### src/rtl/fetch_sequencer_if.sv
// ---------------------------------------------------------------------------
// fetch_sequencer_if
// Bundles the pipeline-side and instruction-memory-side signals of the
// fetch sequencer.
//   master : the surrounding pipeline / memory model (drives hazard, redirect,
//            exception and memory-ready inputs; observes fetch outputs)
//   slave  : the fetch sequencer itself
// Signals:
//   STALL                        hold request from the hazard unit
//   AltPC_IN / AltPCEnable_IN    branch/jump target from ID and its qualifier
//   JumpRegFor_IN / JumpForward_IN forwarded jump-register target and request
//   Exception_IN                 exception flush request
//   IMReady_IN                   instruction memory completes the fetch
//   IMRequest_OUT                fetch request to instruction memory
//   InstructionAddress_OUT       current fetch PC
//   InstructionAddressPlus4_OUT  current fetch PC + 4
//   FetchValid_OUT               instruction at current PC completed
//   RedirectPending_OUT          a latched redirect awaits application
// ---------------------------------------------------------------------------
interface fetch_sequencer_if;
  logic        STALL;
  logic [31:0] AltPC_IN;
  logic        AltPCEnable_IN;
  logic [31:0] JumpRegFor_IN;
  logic        JumpForward_IN;
  logic        Exception_IN;
  logic        IMReady_IN;
  logic        IMRequest_OUT;
  logic [31:0] InstructionAddress_OUT;
  logic [31:0] InstructionAddressPlus4_OUT;
  logic        FetchValid_OUT;
  logic        RedirectPending_OUT;

  modport master (
    output STALL, AltPC_IN, AltPCEnable_IN, JumpRegFor_IN, JumpForward_IN,
           Exception_IN, IMReady_IN,
    input  IMRequest_OUT, InstructionAddress_OUT, InstructionAddressPlus4_OUT,
           FetchValid_OUT, RedirectPending_OUT
  );

  modport slave (
    input  STALL, AltPC_IN, AltPCEnable_IN, JumpRegFor_IN, JumpForward_IN,
           Exception_IN, IMReady_IN,
    output IMRequest_OUT, InstructionAddress_OUT, InstructionAddressPlus4_OUT,
           FetchValid_OUT, RedirectPending_OUT
  );
endinterface

### src/rtl/fetch_sequencer.sv
// ---------------------------------------------------------------------------
// fetch_sequencer
// Instruction-fetch PC sequencer. Walks the PC through boot, normal fetch,
// memory wait and exception flush, holding redirects (branch/jump targets)
// until the instruction in the delay slot has completed.
// Ports:
//   CLOCK  rising-edge clock
//   RESET  asynchronous active-low reset
//   bus    fetch_sequencer_if.slave (see interface file for signal list)
// ---------------------------------------------------------------------------
module fetch_sequencer #(
  parameter logic [31:0] RESET_PC   = 32'hBFC00000,
  parameter logic [31:0] EXC_VECTOR = 32'hBFC00380
) (
  input logic              CLOCK,
  input logic              RESET,
  fetch_sequencer_if.slave bus
);

  typedef enum logic [1:0] {BOOT, FETCH, WAIT, FLUSH} state_t;

  state_t      state_q, state_d;
  logic [31:0] pc_q, pc_d;
  logic        pending_q, pending_d;
  logic [31:0] target_q, target_d;

  logic        bypass_pending;
  logic [31:0] bypass_target;
  logic        advance;
  logic        im_request;

  // Merge this cycle's redirect request into the latched one. A forwarded JR
  // always wins (and overwrites a pending target); an ID redirect is only
  // taken when nothing is already pending.
  always_comb begin
    bypass_pending = pending_q;
    bypass_target  = target_q;
    if (bus.JumpForward_IN) begin
      bypass_pending = 1'b1;
      bypass_target  = bus.JumpRegFor_IN;
    end else if (bus.AltPCEnable_IN && !pending_q) begin
      bypass_pending = 1'b1;
      bypass_target  = bus.AltPC_IN;
    end
  end

  // Next-state, PC and output logic. FETCH and WAIT differ only in where an
  // unready memory leaves us; both hold the PC until the fetch completes.
  always_comb begin
    state_d    = state_q;
    pc_d       = pc_q;
    pending_d  = bypass_pending;
    target_d   = bypass_target;
    advance    = 1'b0;
    im_request = 1'b0;

    case (state_q)
      BOOT:  state_d = FETCH;
      FETCH: begin
        im_request = 1'b1;
        if (!bus.IMReady_IN)  state_d = WAIT;
        else if (!bus.STALL)  advance = 1'b1;
      end
      WAIT: begin
        im_request = 1'b1;
        if (bus.IMReady_IN && !bus.STALL) begin
          advance = 1'b1;
          state_d = FETCH;
        end
      end
      FLUSH:   state_d = FETCH;
      default: state_d = BOOT;
    endcase

    if (advance) begin
      pc_d      = bypass_pending ? bypass_target : pc_q + 32'd4;
      pending_d = 1'b0;
    end

    // An exception beats stalls and redirects; it is ignored while booting.
    if (bus.Exception_IN && (state_q != BOOT)) begin
      advance   = 1'b0;
      state_d   = FLUSH;
      pc_d      = EXC_VECTOR;
      pending_d = 1'b0;
      target_d  = 32'd0;
    end
  end

  always_ff @(posedge CLOCK or negedge RESET) begin
    if (!RESET) begin
      state_q   <= BOOT;
      pc_q      <= RESET_PC;
      pending_q <= 1'b0;
      target_q  <= 32'd0;
    end else begin
      state_q   <= state_d;
      pc_q      <= pc_d;
      pending_q <= pending_d;
      target_q  <= target_d;
    end
  end

  assign bus.IMRequest_OUT               = im_request;
  assign bus.InstructionAddress_OUT      = pc_q;
  assign bus.InstructionAddressPlus4_OUT = pc_q + 32'd4;
  assign bus.FetchValid_OUT              = advance;
  assign bus.RedirectPending_OUT         = pending_q;

endmodule

### src/flat_wrapper.sv
// flat-port wrapper written by rule: the top's interface ports become plain ports
module fetch_sequencer_flat 
#(
  parameter logic [31:0] RESET_PC   = 32'hBFC00000,
  parameter logic [31:0] EXC_VECTOR = 32'hBFC00380
)
  (CLOCK, RESET, bus_STALL, bus_AltPC_IN, bus_AltPCEnable_IN, bus_JumpRegFor_IN, bus_JumpForward_IN, bus_Exception_IN, bus_IMReady_IN, bus_IMRequest_OUT, bus_InstructionAddress_OUT, bus_InstructionAddressPlus4_OUT, bus_FetchValid_OUT, bus_RedirectPending_OUT);
  fetch_sequencer_if bus_i ();
  input logic CLOCK;
  input logic RESET;
  input wire logic [$bits(bus_i.STALL)-1:0] bus_STALL;
  input wire logic [$bits(bus_i.AltPC_IN)-1:0] bus_AltPC_IN;
  input wire logic [$bits(bus_i.AltPCEnable_IN)-1:0] bus_AltPCEnable_IN;
  input wire logic [$bits(bus_i.JumpRegFor_IN)-1:0] bus_JumpRegFor_IN;
  input wire logic [$bits(bus_i.JumpForward_IN)-1:0] bus_JumpForward_IN;
  input wire logic [$bits(bus_i.Exception_IN)-1:0] bus_Exception_IN;
  input wire logic [$bits(bus_i.IMReady_IN)-1:0] bus_IMReady_IN;
  output wire logic [$bits(bus_i.IMRequest_OUT)-1:0] bus_IMRequest_OUT;
  output wire logic [$bits(bus_i.InstructionAddress_OUT)-1:0] bus_InstructionAddress_OUT;
  output wire logic [$bits(bus_i.InstructionAddressPlus4_OUT)-1:0] bus_InstructionAddressPlus4_OUT;
  output wire logic [$bits(bus_i.FetchValid_OUT)-1:0] bus_FetchValid_OUT;
  output wire logic [$bits(bus_i.RedirectPending_OUT)-1:0] bus_RedirectPending_OUT;
  assign bus_i.STALL = bus_STALL;
  assign bus_i.AltPC_IN = bus_AltPC_IN;
  assign bus_i.AltPCEnable_IN = bus_AltPCEnable_IN;
  assign bus_i.JumpRegFor_IN = bus_JumpRegFor_IN;
  assign bus_i.JumpForward_IN = bus_JumpForward_IN;
  assign bus_i.Exception_IN = bus_Exception_IN;
  assign bus_i.IMReady_IN = bus_IMReady_IN;
  assign bus_IMRequest_OUT = bus_i.IMRequest_OUT;
  assign bus_InstructionAddress_OUT = bus_i.InstructionAddress_OUT;
  assign bus_InstructionAddressPlus4_OUT = bus_i.InstructionAddressPlus4_OUT;
  assign bus_FetchValid_OUT = bus_i.FetchValid_OUT;
  assign bus_RedirectPending_OUT = bus_i.RedirectPending_OUT;
  fetch_sequencer #(.RESET_PC(RESET_PC), .EXC_VECTOR(EXC_VECTOR)) u_core (.CLOCK(CLOCK), .RESET(RESET), .bus(bus_i));
endmodule
### config.mk
export PLATFORM = sky130hd
export DESIGN_NAME = fetch_sequencer_flat
export DESIGN_NICKNAME = d
export VERILOG_FILES = /design/src/rtl/fetch_sequencer_if.sv /design/src/rtl/fetch_sequencer.sv /design/src/flat_wrapper.sv
export SDC_FILE = /design/constraint.sdc
export NUM_CORES = 1
export LEC_CHECK = 0
export BUFFER_PORTS_ARGS = -buffer_cell sky130_fd_sc_hd__buf_2
export CAP_MARGIN = 40
export CORE_ASPECT_RATIO = 0.5
export CORE_UTILIZATION = 56
export DETAILED_ROUTE_END_ITERATION = 16
export GPL_ROUTABILITY_DRIVEN = 0
export PLACE_DENSITY = 0.95
export SYNTH_ARGS = -nofsm -noshare
export SYNTH_HDL_FRONTEND = slang
export SYNTH_SLANG_ARGS = --single-unit
### constraint.sdc
create_clock -name CLOCK -period 3.81 [get_ports CLOCK]
set_clock_uncertainty 0.2 [all_clocks]
set_input_delay 0.762 -clock CLOCK [delete_from_list [all_inputs] [get_ports CLOCK]]
set_output_delay 0.762 -clock CLOCK [all_outputs]
set_load 0.02 [all_outputs]
**Yosys cells after proc, flatten, opt, wreduce, memory -nomap -nowiden**

Index checks and enable logic that the tools add are counted.

- Add/subtract/negate cells: 1
- Equality and inequality tests: 5
- Multiplexer cells: 20
- Reduce and logical (&&, ||, !) cells: 11

Operator list:

| cell | count |
|---|---|
| 2-to-1 mux 32 bit | 6 |
| adder 32 x 3 -> 32 bit (second input constant) | 1 |
| 2-to-1 mux 1 bit | 9 |
| 2-to-1 mux 2 bit | 3 |
| one-hot mux 2 bit (3 select lines) | 1 |
| == test 2 bit (second input constant) | 2 |
| nonzero test 2 bit | 2 |
| OR reduction 2 bit | 2 |
| logical AND 1 bit | 3 |
| inequality test 3 x 1 -> 1 bit (second input constant) | 1 |
| inequality test 3 x 2 -> 1 bit (second input constant) | 1 |
| == test 2 x 1 -> 1 bit (second input constant) | 1 |
| logical NOT 1 bit | 2 |
| logical NOT 2 bit | 1 |
| one-hot mux 1 bit (2 select lines) | 1 |
| AND reduction 2 bit | 1 |

- Register bits: 67
- Input bits: 71
- Logic and storage cells: 41

**Depth between registers and ports, before layout**

- Depth after elaboration: 7
- Gate-level depth with buffers: 8
- Gate-level depth less buffers: 7

**Worst setup path before layout**

Ideal clock, no wire load.

- Path type: register -> output
- From: reg u_core.pc_q[9] (netlist: u_core.bus.InstructionAddress_OUT[9])
- To: out bus_InstructionAddressPlus4_OUT[22]
- Arrival time: 2019 ps
- Setup slack: 829 ps
- Cell stages (with the launch flop): 8
- Path through: dfrtp_1 > buf_4 > nand4_4 > nor4_4 > and2_2 > buf_2 > nand3_1 > xnor2_1

- Word-level cells in the longest chain between the ends: 1

RTL lines:

| what | RTL line | text |
|---|---|---|
| from (decl) | fetch_sequencer.sv:23 | `logic [31:0] pc_q, pc_d;` |
| from (signal assigned) | fetch_sequencer.sv:98 | `pc_q <= pc_d;` |
| adder 32 x 3 -> 32 bit | fetch_sequencer.sv:106 | `assign bus.InstructionAddressPlus4_OUT = pc_q + 32'd4;` |
| to (decl) | flat_wrapper.sv:20 | `output wire logic [$bits(bus_i.InstructionAddressPlus4_OUT)-1:0] bus_InstructionAddressPlus4_OUT;` |

No other way between the ends.

**Worst setup path in the final report**

- From: reg u_core.pc_q[2] (netlist: u_core.bus.InstructionAddress_OUT[2])
- To: out bus_InstructionAddressPlus4_OUT[28]

Same word-level chain as after synthesis.

==> results.cfg <==
[cts]
htree_levels = 3
clockBufferDepth = 2
post-cts-setup-buffers = 0
cts-resized-gates = 0
cts_root_buffer = clkbuf_16
cts_tree = built
worstSkewPairLatency_ns = 0.34
numCtsBuffers = 9
cts_hold_buf = 0
path_clk_slew_ns = 0.05
cts.sinks = 67

[pwr]
ir_worst_vdd_v = 0.000266
finalPower_mw = 3.27
p_per_area_mw_per_mm2 = 606
power_leakage_nw = 2.61

[logic_synthesis]
synth_simple_gate_area_share_pct = 22.4
ys_async_sr_fraction_pct = 100
synth_area_per_cell_sq_um = 9.02
synth_area_sq_mm = 0.00436
synth_mux_area_share_pct = 10.3
yosysSeqAreaShare_pct = 38.8
syn_nets = 559
synth_fa_ha_area_share_pct = 1.44
synth_compound_area_share_pct = 15.6
synth_edf_count = 0
synth_top_family_by_area = simple AND/OR/NAND/NOR gates
synth_ff_type = dfrtp_1
ys_types = 56
synth-warning-count = 0
syn-instance-count = 483
ys_ff_latch = 67
synth_xor_area_share_pct = 5.63

[critical_path]
cp_data_required_time_ns = 2.85
start_kind = flop
path_max_fanout = 7
crit_path_cell_trace = ha_1 > nand2_1 > nor4_4 > nand3_1 > nor2_1 > xor2_1 > buf_2
cp.buffers_inverters = 1
worstSetupStartpoint = u_core.bus.InstructionAddress_OUT[2]
r2r_end = u_core.bus.InstructionAddress_OUT[29]
reg2regPathDepth = 7
cp.arrival_ns = 2.51
critPathTopFamily = simple AND/OR/NAND/NOR gates
rrSetupSlack_ns = 1.18
cpPeakStageDelay_ns = 0.43
end_kind = output pin
cp_slowest_cell = dfrtp_1
reg2reg_from = u_core.bus.RedirectPending_OUT
setup.worst_path.class = reg -> out
endpoint = bus_InstructionAddressPlus4_OUT[28]
cp.depth = 7

[sta]
worst_slew_pin_slew_ns = 0.677
finalHoldViolations = 0
slew_headroom_pct = 54.6
period_needed_ns = 3.47
fmax_mhz = 288
period_share_pct = 91.2
rsz0062_at_grt = false
slew_viol_final = 0
setup_violations = 0
worst_hold_slack_ns = 0.135
setup_tns_ns = 0

[route]
antenna_left = 0
drc = 0
route.final.wire_length_um = 13600
drt_iter0_markers = 681
drt_pre_antenna_iters = 9
wl_per_cell_um = 19.2
viasPerCell = 6.27
vias = 4449

[grt]
grt_pass1_wl_um = 21600
grt_max_degree = 37
antenna_found_initial = 0
grtUsageTotal_pct = 35.2
grt_pass1_vias = 4160
overflow = 0

[die]
die_area_sq_mm = 0.00816
die_w_um = 127
fp.dieH_um = 64.4
ios = 138
initial_core_util_pct = 58.6
row_count = 22
coreArea_sq_mm = 0.00743

[layout]
num-fill-cells = 501
multiInputGateArea_sq_mm = 0.00243
fin_nets = 685
drive_gt1_share_pct = 32.1
seq_area_sq_mm = 0.00169
layout-area-overhead-vs-synth_pct = 24.0
antennaDiodeCount = 0
design_area_sq_mm = 0.00540

[place]
place_area_sq_mm = 0.00508
io_buffers = 137
dp_hpwl_um = 9320

[worst_hold_path]
hold_class = in -> async

[flow_run]
maxCapViolations = 0

[status]
status = completed
-- worst min-delay path by stage --
stage / slack (ns) / start / to / cells past startpoint
floorplan: 0.27 / RESET / u_core.bus.InstructionAddress_OUT[0] / 0
global placement: 0.30 / u_core.bus.InstructionAddress_OUT[0] / u_core.bus.InstructionAddress_OUT[0] / 1
detailed placement: 0.31 / u_core.bus.InstructionAddress_OUT[0] / u_core.bus.InstructionAddress_OUT[0] / 1
CTS: 0.15 / RESET / u_core.target_q[16] / 1
global route: 0.15 / RESET / u_core.target_q[16] / 1
finish: 0.14 / RESET / u_core.target_q[20] / 1
-- layer usage --
layer | routed length (um) | global-route usage, %
met5 | 0 | 0
met4 | 402 | 11.9
met3 | 1670 | 12.4
met2 | 6140 | 56.1
met1 | 5410 | 44.7
-- cells in the final DEF (no fill, tap or decap), types with 4 or more instances in the layout --
cell | netlist | layout
buf_2 | 7 | 138
dfrtp_1 | 58 | 58
nor2_1 | 51 | 51
nand2_1 | 41 | 41
mux2i_1 | 37 | 37
o21ai_0 | 33 | 32
nand3_1 | 24 | 24
a21oi_1 | 20 | 20
xnor2_1 | 18 | 18
and2_1 | 16 | 16
inv_1 | 12 | 12
buf_4 | 5 | 12
nand4_1 | 11 | 11
xor2_1 | 10 | 10
nor3_1 | 10 | 10
a211oi_1 | 10 | 10
a221oi_1 | 10 | 10
clkbuf_16 | 0 | 9
dfstp_2 | 9 | 9
mux2_2 | 7 | 7
o21a_1 | 7 | 7
o22ai_1 | 7 | 7
ha_1 | 5 | 5
and3_1 | 4 | 4
o211ai_1 | 4 | 4
clkbuf_1 | 16 | 4
-- registers in the layout, indices dropped and copies added, names as in the netlist --
| signal | count |
|---|---|
| u_core.target_q | 32 |
| u_core.state_q | 2 |
| u_core.bus.InstructionAddress_OUT | 32 |
| u_core.bus.RedirectPending_OUT | 1 |
-- kinds of logic (layout without fill, tap and decap cells) --
group	Yosys count	after routing
mux	44	44
simple gates	185	185
fa+ha+maj	5	5
buf+inv	49	180
xor+xnor	28	28
compound gates	105	105
flops	67	67
-- cell usage after synthesis, types with 11 or more instances --
cell	instances	area share (%)
and2_1	16	2.3
xnor2_1	18	3.6
nand4_1	11	1.6
nand2_1	41	3.5
nor2_1	51	4.4
mux2i_1	37	8.5
inv_1	12	1.0
a21oi_1	20	2.3
clkbuf_1	16	1.4
nand3_1	24	2.8
dfrtp_1	58	33
o21ai_0	33	3.8
-- per-stage QoR --
| stage | util (%) | cells | setup WS [ns] |
|---|---|---|---|
| 3_3_place_gp | 68.1 | 692 | 0.937 |
| 3_5_place_dp | 68.4 | 693 | 0.832 |
| 2_1_floorplan | - | 483 | 0.829 |
| 5_1_grt | 72.7 | 710 | 0.247 |
| 6_report | 72.7 | 710 | 0.336 |
| 4_1_cts | 72.6 | 709 | 0.414 |
-- final cells by class --
cell class              count  area share (%)
clock inverters             2            1.11
well taps                  96            2.22
clock buffers              14            4.70
flip-flops and latches     67            31.2
repair buffers            151            14.8
inverters                  13           0.903
multi-input cells         367            45.0
-- report_power, final --
group          switching (mW)  internal (mW)  leakage, nW
registers               0.210          0.864        0.824
clock network           0.293          0.591        0.151
logic                   0.843          0.474         1.64
(Power assumes the default switching activity.)
